### config.mk
export PLATFORM = sky130hd
export DESIGN_NAME = uart_autobaud_flat
export DESIGN_NICKNAME = d
export VERILOG_FILES = /design/src/rtl/uart_autobaud_if.sv /design/src/rtl/uart_autobaud.sv /design/src/flat_wrapper.sv
export SDC_FILE = /design/constraint.sdc
export NUM_CORES = 1
export LEC_CHECK = 0
export CELL_PAD_IN_SITES_DETAIL_PLACEMENT = 1
export CELL_PAD_IN_SITES_GLOBAL_PLACEMENT = 1
export CORE_UTILIZATION = 43
export DETAILED_ROUTE_END_ITERATION = 10
export PLACE_DENSITY = 0.79
export SKIP_CTS_REPAIR_TIMING = 1
export SYNTH_ARGS = -nofsm -noshare
export SYNTH_HDL_FRONTEND = slang
export SYNTH_SLANG_ARGS = --single-unit
export TNS_END_PERCENT = 5
### constraint.sdc
create_clock -name clock -period 13.5 [get_ports clock]
set_input_delay 2.7 -clock clock [delete_from_list [all_inputs] [get_ports clock]]
set_output_delay 2.7 -clock clock [all_outputs]
set_load 0.01 [all_outputs]
### src/rtl/uart_autobaud_if.sv
// uart_autobaud_if
//   Signal bundle between the auto-baud detector and its user (the UART
//   receiver/transmitter control logic).
//
//   Handshake: `start` is a one-shot arm request that the detector only
//   samples while `busy` is low; requests seen while `busy` is high are
//   dropped. Each accepted request ends in exactly one single-cycle pulse on
//   either `done` (`bit_period`/`half_period` valid and updated in that same
//   cycle) or `error` (previous period kept), and `busy` is low in that
//   cycle. There is no backpressure: the user must take the pulse when it
//   appears.
//
//   Signals:
//     start       arm request (master -> slave)
//     rx          raw asynchronous serial line, idle high (master -> slave)
//     busy        measurement in progress (slave -> master)
//     done        one-cycle success pulse (slave -> master)
//     error       one-cycle rejection pulse (slave -> master)
//     bit_period  measured cycles per bit (slave -> master)
//     half_period bit_period >> 1 (slave -> master)
//     state_dbg   current FSM state encoding, for checkers (slave -> master)
`timescale 1ns/1ps

interface uart_autobaud_if #(
    parameter int CNT_WIDTH = 16
);
    logic                 start;
    logic                 rx;
    logic                 busy;
    logic                 done;
    logic                 error;
    logic [CNT_WIDTH-1:0] bit_period;
    logic [CNT_WIDTH-1:0] half_period;
    logic [2:0]           state_dbg;

    modport master (
        output start,
        output rx,
        input  busy,
        input  done,
        input  error,
        input  bit_period,
        input  half_period,
        input  state_dbg
    );

    modport slave (
        input  start,
        input  rx,
        output busy,
        output done,
        output error,
        output bit_period,
        output half_period,
        output state_dbg
    );
endinterface

### src/rtl/uart_autobaud.sv
// uart_autobaud
//   Measures the bit period of an incoming 0x55 sync character on an
//   asynchronous rx line. The five falling edges of 0x55 span exactly eight
//   bit times; the span is timed in system clocks and divided by eight with
//   rounding. Each edge-to-edge interval is also checked against the first
//   one so that a garbled or non-0x55 character is rejected.
//
//   Ports:
//     clock  system clock, all logic on its rising edge
//     reset  synchronous active-high reset
//     bus    uart_autobaud_if.slave: start, rx in; busy, done, error,
//            bit_period, half_period, state_dbg out
//
//   State encoding (visible on state_dbg):
//     0 IDLE, 1 WAIT_HIGH, 2 WAIT_FALL, 3 MEASURE, 4 CHECK, 5 FAIL
`timescale 1ns/1ps

module uart_autobaud #(
    parameter int CLOCK_INPUT = 50_000_000,
    parameter int CNT_WIDTH   = 16,
    parameter int MIN_COUNT   = 16
) (
    input  logic           clock,
    input  logic           reset,
    uart_autobaud_if.slave bus
);

    // Span of 8 bit times needs 3 more bits than one interval.
    localparam int TOT_W = CNT_WIDTH + 3;

    typedef enum logic [2:0] {
        IDLE      = 3'd0,
        WAIT_HIGH = 3'd1,
        WAIT_FALL = 3'd2,
        MEASURE   = 3'd3,
        CHECK     = 3'd4,
        FAIL      = 3'd5
    } state_t;

    state_t               state_q, state_d;
    logic                 rx_meta_q, rx_sync_q, rx_prev_q, fall_q;
    logic [TOT_W-1:0]     total_q, total_d;
    logic [CNT_WIDTH-1:0] interval_q, interval_d;
    logic [CNT_WIDTH-1:0] ref_q, ref_d;
    logic [CNT_WIDTH-1:0] bit_period_q, bit_period_d;
    logic [2:0]           edge_cnt_q, edge_cnt_d;

    logic [CNT_WIDTH-1:0] int_cur;
    logic [CNT_WIDTH-1:0] diff;
    logic                 in_tol;
    logic [2:0]           edge_num;
    logic [TOT_W-1:0]     p;
    logic                 p_ok;
    logic                 busy, done, error;

    always_ff @(posedge clock) begin
        if (reset) begin
            state_q      <= IDLE;
            rx_meta_q    <= 1'b1;
            rx_sync_q    <= 1'b1;
            rx_prev_q    <= 1'b1;
            fall_q       <= 1'b0;
            total_q      <= '0;
            interval_q   <= '0;
            ref_q        <= '0;
            bit_period_q <= '0;
            edge_cnt_q   <= '0;
        end else begin
            state_q      <= state_d;
            rx_meta_q    <= bus.rx;
            rx_sync_q    <= rx_meta_q;
            rx_prev_q    <= rx_sync_q;
            // Registered edge flag: same 3-clock latency for every edge,
            // so it cancels out of all intervals.
            fall_q       <= rx_prev_q & ~rx_sync_q;
            total_q      <= total_d;
            interval_q   <= interval_d;
            ref_q        <= ref_d;
            bit_period_q <= bit_period_d;
            edge_cnt_q   <= edge_cnt_d;
        end
    end

    always_comb begin
        state_d      = state_q;
        total_d      = total_q;
        interval_d   = interval_q;
        ref_d        = ref_q;
        bit_period_d = bit_period_q;
        edge_cnt_d   = edge_cnt_q;
        busy         = 1'b0;
        done         = 1'b0;
        error        = 1'b0;

        // Interval including the current cycle, i.e. distance from the
        // previous falling edge when fall_q is high now.
        int_cur  = interval_q + CNT_WIDTH'(1);
        edge_num = edge_cnt_q + 3'd1;
        diff     = (int_cur >= ref_q) ? (int_cur - ref_q) : (ref_q - int_cur);
        in_tol   = (diff <= (ref_q >> 2));
        // Eight bit times divided by eight, rounded to nearest.
        p        = (total_q + TOT_W'(4)) >> 3;
        p_ok     = (p >= TOT_W'(MIN_COUNT));

        case (state_q)
            IDLE: begin
                if (bus.start) begin
                    state_d = WAIT_HIGH;
                end
            end
            WAIT_HIGH: begin
                busy = 1'b1;
                // Never arm in the middle of a character.
                if (rx_sync_q) begin
                    state_d = WAIT_FALL;
                end
            end
            WAIT_FALL: begin
                busy = 1'b1;
                if (fall_q) begin
                    total_d    = '0;
                    interval_d = '0;
                    edge_cnt_d = 3'd1;
                    state_d    = MEASURE;
                end
            end
            MEASURE: begin
                busy       = 1'b1;
                total_d    = total_q + TOT_W'(1);
                interval_d = int_cur;
                if (interval_q == '1) begin
                    // Stuck line or a rate too slow to count.
                    state_d = FAIL;
                end else if (fall_q) begin
                    interval_d = '0;
                    edge_cnt_d = edge_num;
                    if (edge_num == 3'd2) begin
                        ref_d = int_cur;
                    end else if (!in_tol) begin
                        state_d = FAIL;
                    end else if (edge_num == 3'd5) begin
                        state_d = CHECK;
                    end
                end
            end
            CHECK: begin
                if (p_ok) begin
                    done         = 1'b1;
                    bit_period_d = p[CNT_WIDTH-1:0];
                end else begin
                    error = 1'b1;
                end
                state_d = IDLE;
            end
            FAIL: begin
                error   = 1'b1;
                state_d = IDLE;
            end
            default: begin
                state_d = IDLE;
            end
        endcase
    end

    // The new period is driven straight out in the done cycle.
    assign bus.busy        = busy;
    assign bus.done        = done;
    assign bus.error       = error;
    assign bus.bit_period  = bit_period_d;
    assign bus.half_period = bit_period_d >> 1;
    assign bus.state_dbg   = state_q;

    a_done_error_excl: assert property (@(posedge clock) disable iff (reset)
        !(done && error));

    // A bit can never be longer than one second of clocks.
    a_period_range: assert property (@(posedge clock) disable iff (reset)
        done |-> (32'(bit_period_d) <= $unsigned(CLOCK_INPUT)));

endmodule

### src/flat_wrapper.sv
// flat-port wrapper written by rule: the top's interface ports become plain ports
module uart_autobaud_flat 
#(
    parameter int CLOCK_INPUT = 50_000_000,
    parameter int CNT_WIDTH   = 16,
    parameter int MIN_COUNT   = 16
)
  (clock, reset, bus_start, bus_rx, bus_busy, bus_done, bus_error, bus_bit_period, bus_half_period, bus_state_dbg);
  uart_autobaud_if #(.CNT_WIDTH(CNT_WIDTH)) bus_i ();
  input  logic clock;
  input  logic reset;
  input wire logic [$bits(bus_i.start)-1:0] bus_start;
  input wire logic [$bits(bus_i.rx)-1:0] bus_rx;
  output wire logic [$bits(bus_i.busy)-1:0] bus_busy;
  output wire logic [$bits(bus_i.done)-1:0] bus_done;
  output wire logic [$bits(bus_i.error)-1:0] bus_error;
  output wire logic [$bits(bus_i.bit_period)-1:0] bus_bit_period;
  output wire logic [$bits(bus_i.half_period)-1:0] bus_half_period;
  output wire logic [$bits(bus_i.state_dbg)-1:0] bus_state_dbg;
  assign bus_i.start = bus_start;
  assign bus_i.rx = bus_rx;
  assign bus_busy = bus_i.busy;
  assign bus_done = bus_i.done;
  assign bus_error = bus_i.error;
  assign bus_bit_period = bus_i.bit_period;
  assign bus_half_period = bus_i.half_period;
  assign bus_state_dbg = bus_i.state_dbg;
  uart_autobaud #(.CLOCK_INPUT(CLOCK_INPUT), .CNT_WIDTH(CNT_WIDTH), .MIN_COUNT(MIN_COUNT)) u_core (.clock(clock), .reset(reset), .bus(bus_i));
endmodule
==> metrics.csv, run 1 <==
stage,metric,value,unit
run_status,outcome,completed,
logic_synthesis,mux contribution to synthesized area,0.0365,
place,DP HPWL,12300,um
layout,Area Growth Syn to Fin,11.0,%
die,I/O pins,42,
detailed_routing,final WL,16500,um
logic_synthesis,yosys warns,0,
logic_synthesis,Synth area leader,dfxtp_1,
worst_setup_path,WS Path Type,flip-flop to flip-flop,
layout,Layout fillers,1597,
place,Post-DP Area,6140,sq um
detailed_routing,Via density,5.86,
global_route,largest net degree at the start of global routing,78,
detailed_routing,drt pass-1 iters,5,
cts,CTS root buffer,clkbuf_16,
worst_setup_path,RR Endpoint,u_core.bus.state_dbg[1]$_SDFFE_PP0P_,
detailed_routing,routed len/inst,18.1,um
worst_setup_path,path depth of the worst reg2reg path,22,
cts,clock buffer count from CTS,9,
worst_setup_path,"Req. time, crit path",13800,ps
die,Initial Util,0.439,
pwr,Lkg Pwr,2.50,nW
global_route,initial antenna violation count,0,
logic_synthesis,flip-flop and latch count after synthesis,77,
global_route,GR peak layer,met2,
global_route,Congestion Overflow GR,0,
die,die height,118,um
logic_synthesis,Mapped Nets,792,
min_path,Hold Path Class,flip-flop to flip-flop,
timing,Post-Route Setup TNS,0,ps
die,row cnt,42,
global_route,vias in the first global route,5411,
detailed_routing,routed via count,5344,
cts,"Clk Latency, worst-skew pair",350,ps
logic_synthesis,Yosys top cell area share,0.266,
detailed_routing,DR iter-0 viols,307,
logic_synthesis,Post-Synth Adder-Cell Area,0.117,
logic_synthesis,Compound-Gate Fraction of Synth Area,0.227,
pwr,P per Cell Area,95.9,nW/um^2
logic_synthesis,synth unique cells,68,
place,Port-buffer cells,40,
cts,clk buf depth,2,
logic_synthesis,"Seq/Total Area, Yosys",0.266,
detailed_routing,DRC viols,0,
timing,Layout Skew,8.81,ps
logic_synthesis,Avg Synthesized Cell Area,7.88,sq um
timing,relative slew slack,0.156,
cts,TritonCTS clock tree,yes,
global_route,met2 GRT Util,0.408,
layout,antenna cell count,0,
global_route,met3 usage,0.0412,
logic_synthesis,"Top FF cell, synth",dfxtp_1,
pwr,combinational power share,0.232,
worst_setup_path,R2R Setup Slk,6550,ps
logic_synthesis,Synth Area in Simple Gates,0.197,
place,GPL Wtd Cong,0.923,
worst_setup_path,crit path DAT,7240,ps
pwr,Clock power frac,0.375,
timing,fmax,144,MHz
worst_setup_path,Critical Path Source Type,flip-flop,
layout,Post-Layout Inst Area,6430,sq um
worst_setup_path,Critical Path Start,u_core.interval_q[0]$_SDFFE_PP0P_,
timing,final hold violation count,0,
pwr,Int Pwr,0.422,mW
timing,"Setup violations, final",0,
pwr,switching part of the total power,0.315,
worst_setup_path,CP endpoint,u_core.bus.state_dbg[1]$_SDFFE_PP0P_,
timing,final period utilization,0.514,
logic_synthesis,number of synthesized flops with an enable pin,0,
timing,RSZ-0062 raised after global routing,no,
logic_synthesis,asr flop ratio synth,0,
logic_synthesis,post-synthesis xor/xnor area fraction,0.0711,
pwr,worst ir drop on vdd,0.0000666,V
layout,share of cells above drive strength 1,0.0584,
run,maxcap violations,0,
die,Die Footprint,13900,sq um
die,die width,118,um
pwr,Psw,0.194,mW
global_route,met1 usage,0.313,
worst_setup_path,reg-to-reg startpoint,u_core.interval_q[0]$_SDFFE_PP0P_,
cts,clk slew on worst S/H paths,60,ps
worst_setup_path,CP max FO,20,
logic_synthesis,most frequent cell after synthesis,nor2_1,
cts,clk sink count,77,
timing,Slew Limit Fails,0,
logic_synthesis,main combinational cell family by area after synthesis,compound AO/OA/AOI/OAI gates,
global_route,GR Util All Layers,0.241,
layout,Layout Nets,788,
cts,H-tree levels,3,
logic_synthesis,Synth area leaders,"dfxtp_1 (27%), ha_1 (11%), nor2_1 (5.4%), a21oi_1 (4.8%), xnor2_1 (4.8%)",
detailed_routing,Detail Route Antenna Nets,0,
worst_setup_path,CP endpoint kind,flip-flop,
logic_synthesis,Post-Syn Area,5790,sq um
die,core area,13200,sq um
logic_synthesis,Post-Syn Instances,735,
pwr,sequential share of power,0.393,
timing,"Min Clock Period, post-route",6950,ps
logic_synthesis,most frequent cells after synthesis,"nor2_1 (84), dfxtp_1 (77), a21oi_1 (56)",
global_route,first-pass GRT wire length,27000,um
timing,measured slew at the worst slew-check pin,1260,ps
[per-stage QoR]
step	worst slack, ps	util	hold slack, ps	power (mW)	instances
floorplan	7970	-	389	0.341	735
global placement	7020	0.466	401	0.381	896
detailed placement	6610	0.466	400	0.389	896
CTS	6610	0.487	414	0.620	912
global route	6070	0.487	436	0.644	912
finish	6550	0.487	413	0.616	912
[logic make-up after synthesis]
group           Yosys count
mux                      20
xor+xnor                 47
simple gates            230
flops                    77
other cells               1
fa+ha+maj                53
buf+inv                 109
compound gates          198
[worst min path at each step]
stage / start / endpoint / slack, ps / cells after the start
2_1_floorplan: u_core.rx_meta_q$_SDFF_PP1_ / u_core.rx_sync_q$_SDFF_PP1_ / 390 / 1
3_3_place_gp: u_core.rx_meta_q$_SDFF_PP1_ / u_core.rx_sync_q$_SDFF_PP1_ / 400 / 1
3_5_place_dp: u_core.rx_meta_q$_SDFF_PP1_ / u_core.rx_sync_q$_SDFF_PP1_ / 400 / 1
4_1_cts: u_core.rx_meta_q$_SDFF_PP1_ / u_core.rx_sync_q$_SDFF_PP1_ / 410 / 1
5_1_grt: u_core.rx_meta_q$_SDFF_PP1_ / u_core.rx_sync_q$_SDFF_PP1_ / 440 / 1
6_report: u_core.rx_meta_q$_SDFF_PP1_ / u_core.rx_sync_q$_SDFF_PP1_ / 410 / 1
[worst max-delay path, cell delays in order (launching register included)]
cell and delay, ps:
dfxtp_1 430, ha_1 280, nand3_1 110, nor3_1 680, and4_1 360, xnor2_1 190, inv_1 100, ha_1 440
nand4_1 200, nor3_1 80, a2111oi_0 400, nand2_1 620, mux2_2 490, o31ai_1 320, o21ai_0 160, xnor2_1 150
ha_1 310, a211o_1 290, a221o_1 260, o21ai_0 310, o2111ai_1 150, o21ai_0 360, o21a_1 180
[flip-flops by register name (all words and copies together) (netlist names)]
| register | cells |
|---|---|
| u_core.rx_prev_q | 1 |
| u_core.rx_meta_q | 1 |
| u_core.rx_sync_q | 1 |
| u_core.edge_cnt_q | 3 |
| u_core.bus.state_dbg | 3 |
| u_core.ref_q | 16 |
| u_core.bit_period_q | 16 |
| u_core.interval_q | 16 |
| u_core.total_q | 19 |
| u_core.fall_q | 1 |
[cells in the final DEF (no fill, tap or decap), types with 13 or more instances in the layout]
master	n
ha_1	51
clkdlybuf4s50_1	39
dfxtp_1	77
inv_1	49
a21oi_1	56
xnor2_1	32
a211oi_1	31
a22oi_1	13
mux2i_1	14
nand2_1	34
xor2_1	15
o21ai_0	28
nor2_1	83
nand3_1	26
[cell type report]
| cell class | count | area (sq um) | share of cell area |
|---|---|---|---|
| multi-input cells | 549 | 3760 | 0.585 |
| flip-flops and latches | 77 | 1540 | 0.240 |
| repair buffers | 45 | 433 | 0.0673 |
| clock buffers | 10 | 239 | 0.0372 |
| well taps | 176 | 220 | 0.0343 |
| inverters | 49 | 184 | 0.0286 |
| clock inverters | 6 | 47.5 | 0.00740 |
[power by group through the flow]
stage	combinational, mW	clock [mW]	sequential [mW]
floorplan	0.0972	0	0.243
global placement	0.135	0	0.246
detailed placement	0.141	0	0.247
CTS	0.142	0.236	0.242
global route	0.155	0.245	0.243
finish	0.143	0.231	0.242
[routing by layer]
metal	part of all wire	up-vias
met5	0	-
met4	0.013	0
met3	0.033	15
met2	0.49	89
met1	0.47	2648
li1	-	2592
Power figures use the tool's default switching activity.
==> inputs of run 2 (changes only) <==
==> constraint.sdc (replaced) <==
create_clock -name clock -period 6.63 [get_ports clock]
set_input_delay 1.326 -clock clock [delete_from_list [all_inputs] [get_ports clock]]
set_output_delay 1.326 -clock clock [all_outputs]
set_load 0.01 [all_outputs]
==> metrics.csv, run 2 (synthesized netlist as in run 1, its figures left out) <==
stage,metric,value,unit
place,Port-buffer cells,40,
worst_setup_path,WS Path Type,flip-flop to flip-flop,
detailed_routing,Via density,5.92,
layout,max FFs per register,19,
worst_setup_path,"Req. time, crit path",6820,ps
die,die width,118,um
cts,CTS root buffer,clkbuf_16,
detailed_routing,drt pass-1 iters,5,
timing,fmax,163,MHz
detailed_routing,Detail Route Antenna Nets,0,
timing,final period utilization,0.923,
die,Initial Util,0.439,
global_route,largest net degree at the start of global routing,78,
global_route,Congestion Overflow GR,0,
pwr,worst ir drop on vdd,0.000106,V
layout,share of cells above drive strength 1,0.0637,
layout,most frequent cells in the layout,"nor2_1 (83), dfxtp_1 (77), a21oi_1 (56)",
layout,Layout Nets,790,
global_route,initial antenna violation count,0,
timing,measured slew at the worst slew-check pin,1240,ps
layout,Layout fillers,1612,
layout,antenna cell count,0,
worst_setup_path,RR Endpoint,u_core.bus.state_dbg[2]$_SDFFE_PP0P_,
layout,Area Growth Syn to Fin,12.0,%
cts,clock buffer count from CTS,9,
detailed_routing,final WL,16900,um
min_path,Hold Path Origin,u_core.rx_meta_q$_SDFF_PP1_,
layout,"commonest non-fill, non-tap cell in the layout",nor2_1,
pwr,Lkg Pwr,2.54,nW
min_path,hold path cells,1,
timing,"Min Clock Period, post-route",6120,ps
place,GPL Wtd Cong,0.909,
run,maxcap violations,0,
timing,final hold violation count,0,
worst_setup_path,CP endpoint kind,flip-flop,
worst_setup_path,R2R Setup Slk,510,ps
die,core area,13200,sq um
place,Post-DP Area,6160,sq um
pwr,P per Cell Area,204,nW/um^2
timing,Post-Route Setup TNS,0,ps
pwr,Pwr Total,1.33,mW
die,Die Footprint,13900,sq um
worst_setup_path,CP max FO,12,
run_status,outcome,completed,
layout,Post-Layout Inst Area,6490,sq um
cts,clk buf depth,2,
global_route,GR Util All Layers,0.247,
detailed_routing,DR iter-0 viols,368,
worst_setup_path,Critical Path Source Type,flip-flop,
timing,Layout Skew,5.98,ps
detailed_routing,DRC viols,0,
min_path,Hold Path Class,flip-flop to flip-flop,
worst_setup_path,path depth of the worst reg2reg path,24,
layout,Top reg by flops,u_core.total_q,
global_route,vias in the first global route,5545,
die,I/O pins,42,
worst_setup_path,crit path DAT,6310,ps
place,DP HPWL,12700,um
timing,relative slew slack,0.169,
timing,Slew Limit Fails,0,
min_path,hold worst-path end,u_core.rx_sync_q$_SDFF_PP1_,
cts,"Clk Latency, worst-skew pair",340,ps
cts,clk sink count,77,
detailed_routing,routed len/inst,18.5,um
detailed_routing,routed via count,5407,
die,die height,118,um
timing,RSZ-0062 raised after global routing,no,
global_route,first-pass GRT wire length,27600,um
worst_setup_path,reg-to-reg startpoint,u_core.interval_q[0]$_SDFFE_PP0P_,
cts,H-tree levels,3,
cts,clk slew on worst S/H paths,60,ps
die,row cnt,42,
cts,TritonCTS clock tree,yes,
timing,"Setup violations, final",0,
## run 2: area by class of cell
class,count,area (sq um),area share
Multi-Input combinational cell,549,3770,0.581
Clock inverter,6,86.3,0.0133
Inverter,49,184,0.0284
Tap cell,176,220,0.0339
Sequential cell,77,1540,0.238
Clock buffer,10,239,0.0368
Timing Repair Buffer,47,448,0.0690
## run 2: worst max path at each step
stage / slack, ps / endpoint / cells past startpoint / from
floorplan: 1100 / u_core.bus.state_dbg[0]$_SDFFE_PP0P_ / 25 / u_core.interval_q[0]$_SDFFE_PP0P_
global placement: 540 / u_core.bus.state_dbg[2]$_SDFFE_PP0P_ / 24 / u_core.interval_q[0]$_SDFFE_PP0P_
detailed placement: 270 / u_core.bus.state_dbg[2]$_SDFFE_PP0P_ / 24 / u_core.interval_q[0]$_SDFFE_PP0P_
CTS: 220 / u_core.bus.state_dbg[2]$_SDFFE_PP0P_ / 24 / u_core.interval_q[0]$_SDFFE_PP0P_
global route: 9 / u_core.bus.state_dbg[2]$_SDFFE_PP0P_ / 24 / u_core.interval_q[0]$_SDFFE_PP0P_
finish: 510 / u_core.bus.state_dbg[2]$_SDFFE_PP0P_ / 24 / u_core.interval_q[0]$_SDFFE_PP0P_
## run 2: metal layers
metal	wire length, um	part of all wire	track usage	vias to the layer above
met1	7610	0.45	0.308	2681
met4	224	0.013	0.0697	0
met5	0	0	0	-
met2	8280	0.49	0.435	107
li1	-	-	-	2597
met3	792	0.047	0.0417	22
## run 2: report_power, final
| group | internal (mW) | switching [mW] |
|---|---|---|
| sequential | 0.474 | 0.0195 |
| clock | 0.339 | 0.199 |
| combinational | 0.121 | 0.173 |
## run 2: critical path: stages, from the launching register on
cell and delay, ps:
dfxtp_1 450, ha_1 300, nand3_1 120, nor3_1 210
buf_4 180, and4_1 260, xnor2_1 180, inv_1 130
ha_2 470, nand4_1 180, nor2_1 210, o2111ai_1 240
nand2_2 290, buf_4 250, mux2i_1 320, a31oi_1 170
o21ai_0 220, xor2_1 100, ha_1 220, a211o_1 300
a221o_1 270, o21ai_1 300, o2111ai_1 160, o21ai_0 340
nor3_1 90
## run 2: metrics by stage
stage / cells / hold slack [ps] / utilization / setup slack, ps
4_1_cts: 914 / 422 / 0.491 / 221
3_5_place_dp: 898 / 403 / 0.467 / 265
6_report: 914 / 419 / 0.492 / 508
5_1_grt: 914 / 443 / 0.492 / 9.25
2_1_floorplan: 735 / 389 / - / 1100
3_3_place_gp: 898 / 401 / 0.467 / 537
==> inputs of run 3 (changes only) <==
--- a/config.mk
+++ b/config.mk
@@ -5,11 +5,12 @@
 export SDC_FILE = /design/constraint.sdc
 export NUM_CORES = 1
 export LEC_CHECK = 0
+export CAP_MARGIN = 20
 export CELL_PAD_IN_SITES_DETAIL_PLACEMENT = 1
 export CELL_PAD_IN_SITES_GLOBAL_PLACEMENT = 1
-export CORE_UTILIZATION = 43
+export CORE_UTILIZATION = 45
 export DETAILED_ROUTE_END_ITERATION = 10
-export PLACE_DENSITY = 0.79
+export PLACE_DENSITY = 0.82
 export SKIP_CTS_REPAIR_TIMING = 1
 export SYNTH_ARGS = -nofsm -noshare
 export SYNTH_HDL_FRONTEND = slang
==> metrics.csv, run 3 (synthesized netlist as in run 1, its figures left out) <==
stage,metric,value,unit
cts,clk buf depth,2,
layout,max FFs per register,19,
worst_setup_path,reg-to-reg startpoint,u_core.interval_q[0]$_SDFFE_PP0P_,
cts,clk slew on worst S/H paths,60,ps
timing,final period utilization,0.918,
cts,clock buffer count from CTS,9,
layout,Layout fillers,1516,
cts,"Clk Latency, worst-skew pair",340,ps
worst_setup_path,Critical Path Source Type,flip-flop,
cts,H-tree levels,3,
global_route,GR Util All Layers,0.262,
worst_setup_path,CP endpoint kind,flip-flop,
worst_setup_path,WS Path Type,flip-flop to flip-flop,
die,Die Footprint,13300,sq um
cts,CTS root buffer,clkbuf_16,
detailed_routing,routed len/inst,18.4,um
timing,fmax,164,MHz
place,GPL Wtd Cong,0.899,
worst_setup_path,path depth of the worst reg2reg path,25,
min_path,Hold Path Class,flip-flop to flip-flop,
layout,most frequent cells in the layout,"nor2_1 (83), dfxtp_1 (77), a21oi_1 (56)",
timing,Layout Skew,8.03,ps
pwr,P per Cell Area,204,nW/um^2
worst_setup_path,critical path's top delay family,compound AO/OA/AOI/OAI gates,
detailed_routing,DRC viols,0,
worst_setup_path,WP buf/inv,4,
place,DP HPWL,12400,um
detailed_routing,DR iter-0 viols,338,
die,row cnt,41,
place,Port-buffer cells,40,
worst_setup_path,crit path DAT,6260,ps
worst_setup_path,"Req. time, crit path",6800,ps
layout,Area Growth Syn to Fin,12.6,%
run,maxcap violations,0,
detailed_routing,final WL,16800,um
pwr,Lkg Pwr,2.57,nW
worst_setup_path,critical path's largest stage delay,450,ps
layout,Top reg by flops,u_core.total_q,
timing,relative slew slack,0.454,
global_route,first-pass GRT wire length,27400,um
detailed_routing,routed via count,5375,
die,die height,115,um
worst_setup_path,R2R Setup Slk,540,ps
detailed_routing,Detail Route Antenna Nets,0,
global_route,largest net degree at the start of global routing,78,
cts,TritonCTS clock tree,yes,
place,worst slack after detailed placement,333,ps
layout,antenna cell count,0,
timing,hold slack,411,ps
worst_setup_path,RR Endpoint,u_core.bus.state_dbg[2]$_SDFFE_PP0P_,
worst_setup_path,CP max FO,12,
die,I/O pins,42,
global_route,vias in the first global route,5534,
detailed_routing,Via density,5.87,
pwr,worst ir drop on vdd,0.000117,V
layout,"commonest non-fill, non-tap cell in the layout",nor2_1,
global_route,initial antenna violation count,0,
layout,Layout Nets,795,
min_path,Hold Path Origin,u_core.rx_prev_q$_SDFF_PP1_,
layout,share of cells above drive strength 1,0.0659,
min_path,hold worst-path end,u_core.fall_q$_SDFF_PP0_,
die,core area,12600,sq um
run_status,outcome,completed,
timing,"Setup violations, final",0,
die,Initial Util,0.461,
timing,"Worst Setup Slack, final",545,ps
timing,"Min Clock Period, post-route",6090,ps
detailed_routing,drt pass-1 iters,4,
cts,clk sink count,77,
min_path,hold path cells,2,
die,die width,115,um
timing,Slew Limit Fails,0,
worst_setup_path,"Max stage delay cell, worst path",dfxtp_1,
timing,final hold violation count,0,
global_route,Congestion Overflow GR,0,
timing,measured slew at the worst slew-check pin,820,ps
## run 3: cell types whose count changed in the layout (fill, tap and decap cells not counted), sizes merged
cell      delta
buf          +5
clkbuf       +2
clkinvlp     -1
clkinv       -1
## run 3: worst max path at each step
stage,startpoint,to,cells after the start
after floorplan,u_core.interval_q[0]$_SDFFE_PP0P_,u_core.bus.state_dbg[0]$_SDFFE_PP0P_,25
after global placement,u_core.interval_q[0]$_SDFFE_PP0P_,u_core.bus.state_dbg[2]$_SDFFE_PP0P_,24
after detailed placement,u_core.interval_q[0]$_SDFFE_PP0P_,u_core.bus.state_dbg[2]$_SDFFE_PP0P_,23
after CTS,u_core.interval_q[0]$_SDFFE_PP0P_,u_core.bus.state_dbg[2]$_SDFFE_PP0P_,23
after global routing,u_core.interval_q[0]$_SDFFE_PP0P_,u_core.bus.state_dbg[2]$_SDFFE_PP0P_,25
final,u_core.interval_q[0]$_SDFFE_PP0P_,u_core.bus.state_dbg[2]$_SDFFE_PP0P_,25
## run 3: final cells by class
cell class	instances	area (sq um)	share of cell area
timing repair buffer	52	493	0.0756
tap	172	215	0.0330
clock buffer	12	256	0.0393
sequential	77	1540	0.236
clock inverter	4	70.1	0.0107
inverter	49	184	0.0282
multi-input combinational	549	3760	0.577
## run 3: power by group
part	switching, mW	internal (mW)
Sequential	0.0191	0.474
Combinational	0.178	0.121
Clock	0.191	0.349
## run 3: per-stage QoR
stage          setup TNS, ps  utilization  std cells  power [mW]  instance area, sq um
3_5_place_dp               0        0.490        895       0.794                  6160
2_1_floorplan              0            -        735       0.694                  5790
3_3_place_gp               0        0.490        895       0.781                  6160
4_1_cts                    0        0.516        911        1.34                  6490
6_report                   0        0.519        915        1.33                  6520
5_1_grt                -1.72        0.519        915        1.39                  6520
## run 3: layer usage
metal	up-vias	track usage	part of all wire
met1	2649	0.330	0.46
met4	0	0.0814	0.018
met3	22	0.0507	0.035
met2	98	0.449	0.49
li1	2606	-	-
met5	-	0	0
## run 3: tightest hold or removal path: stages (launching register included)
cell and delay (ps):
dfxtp_1 290, inv_1 40, nor2_1 30
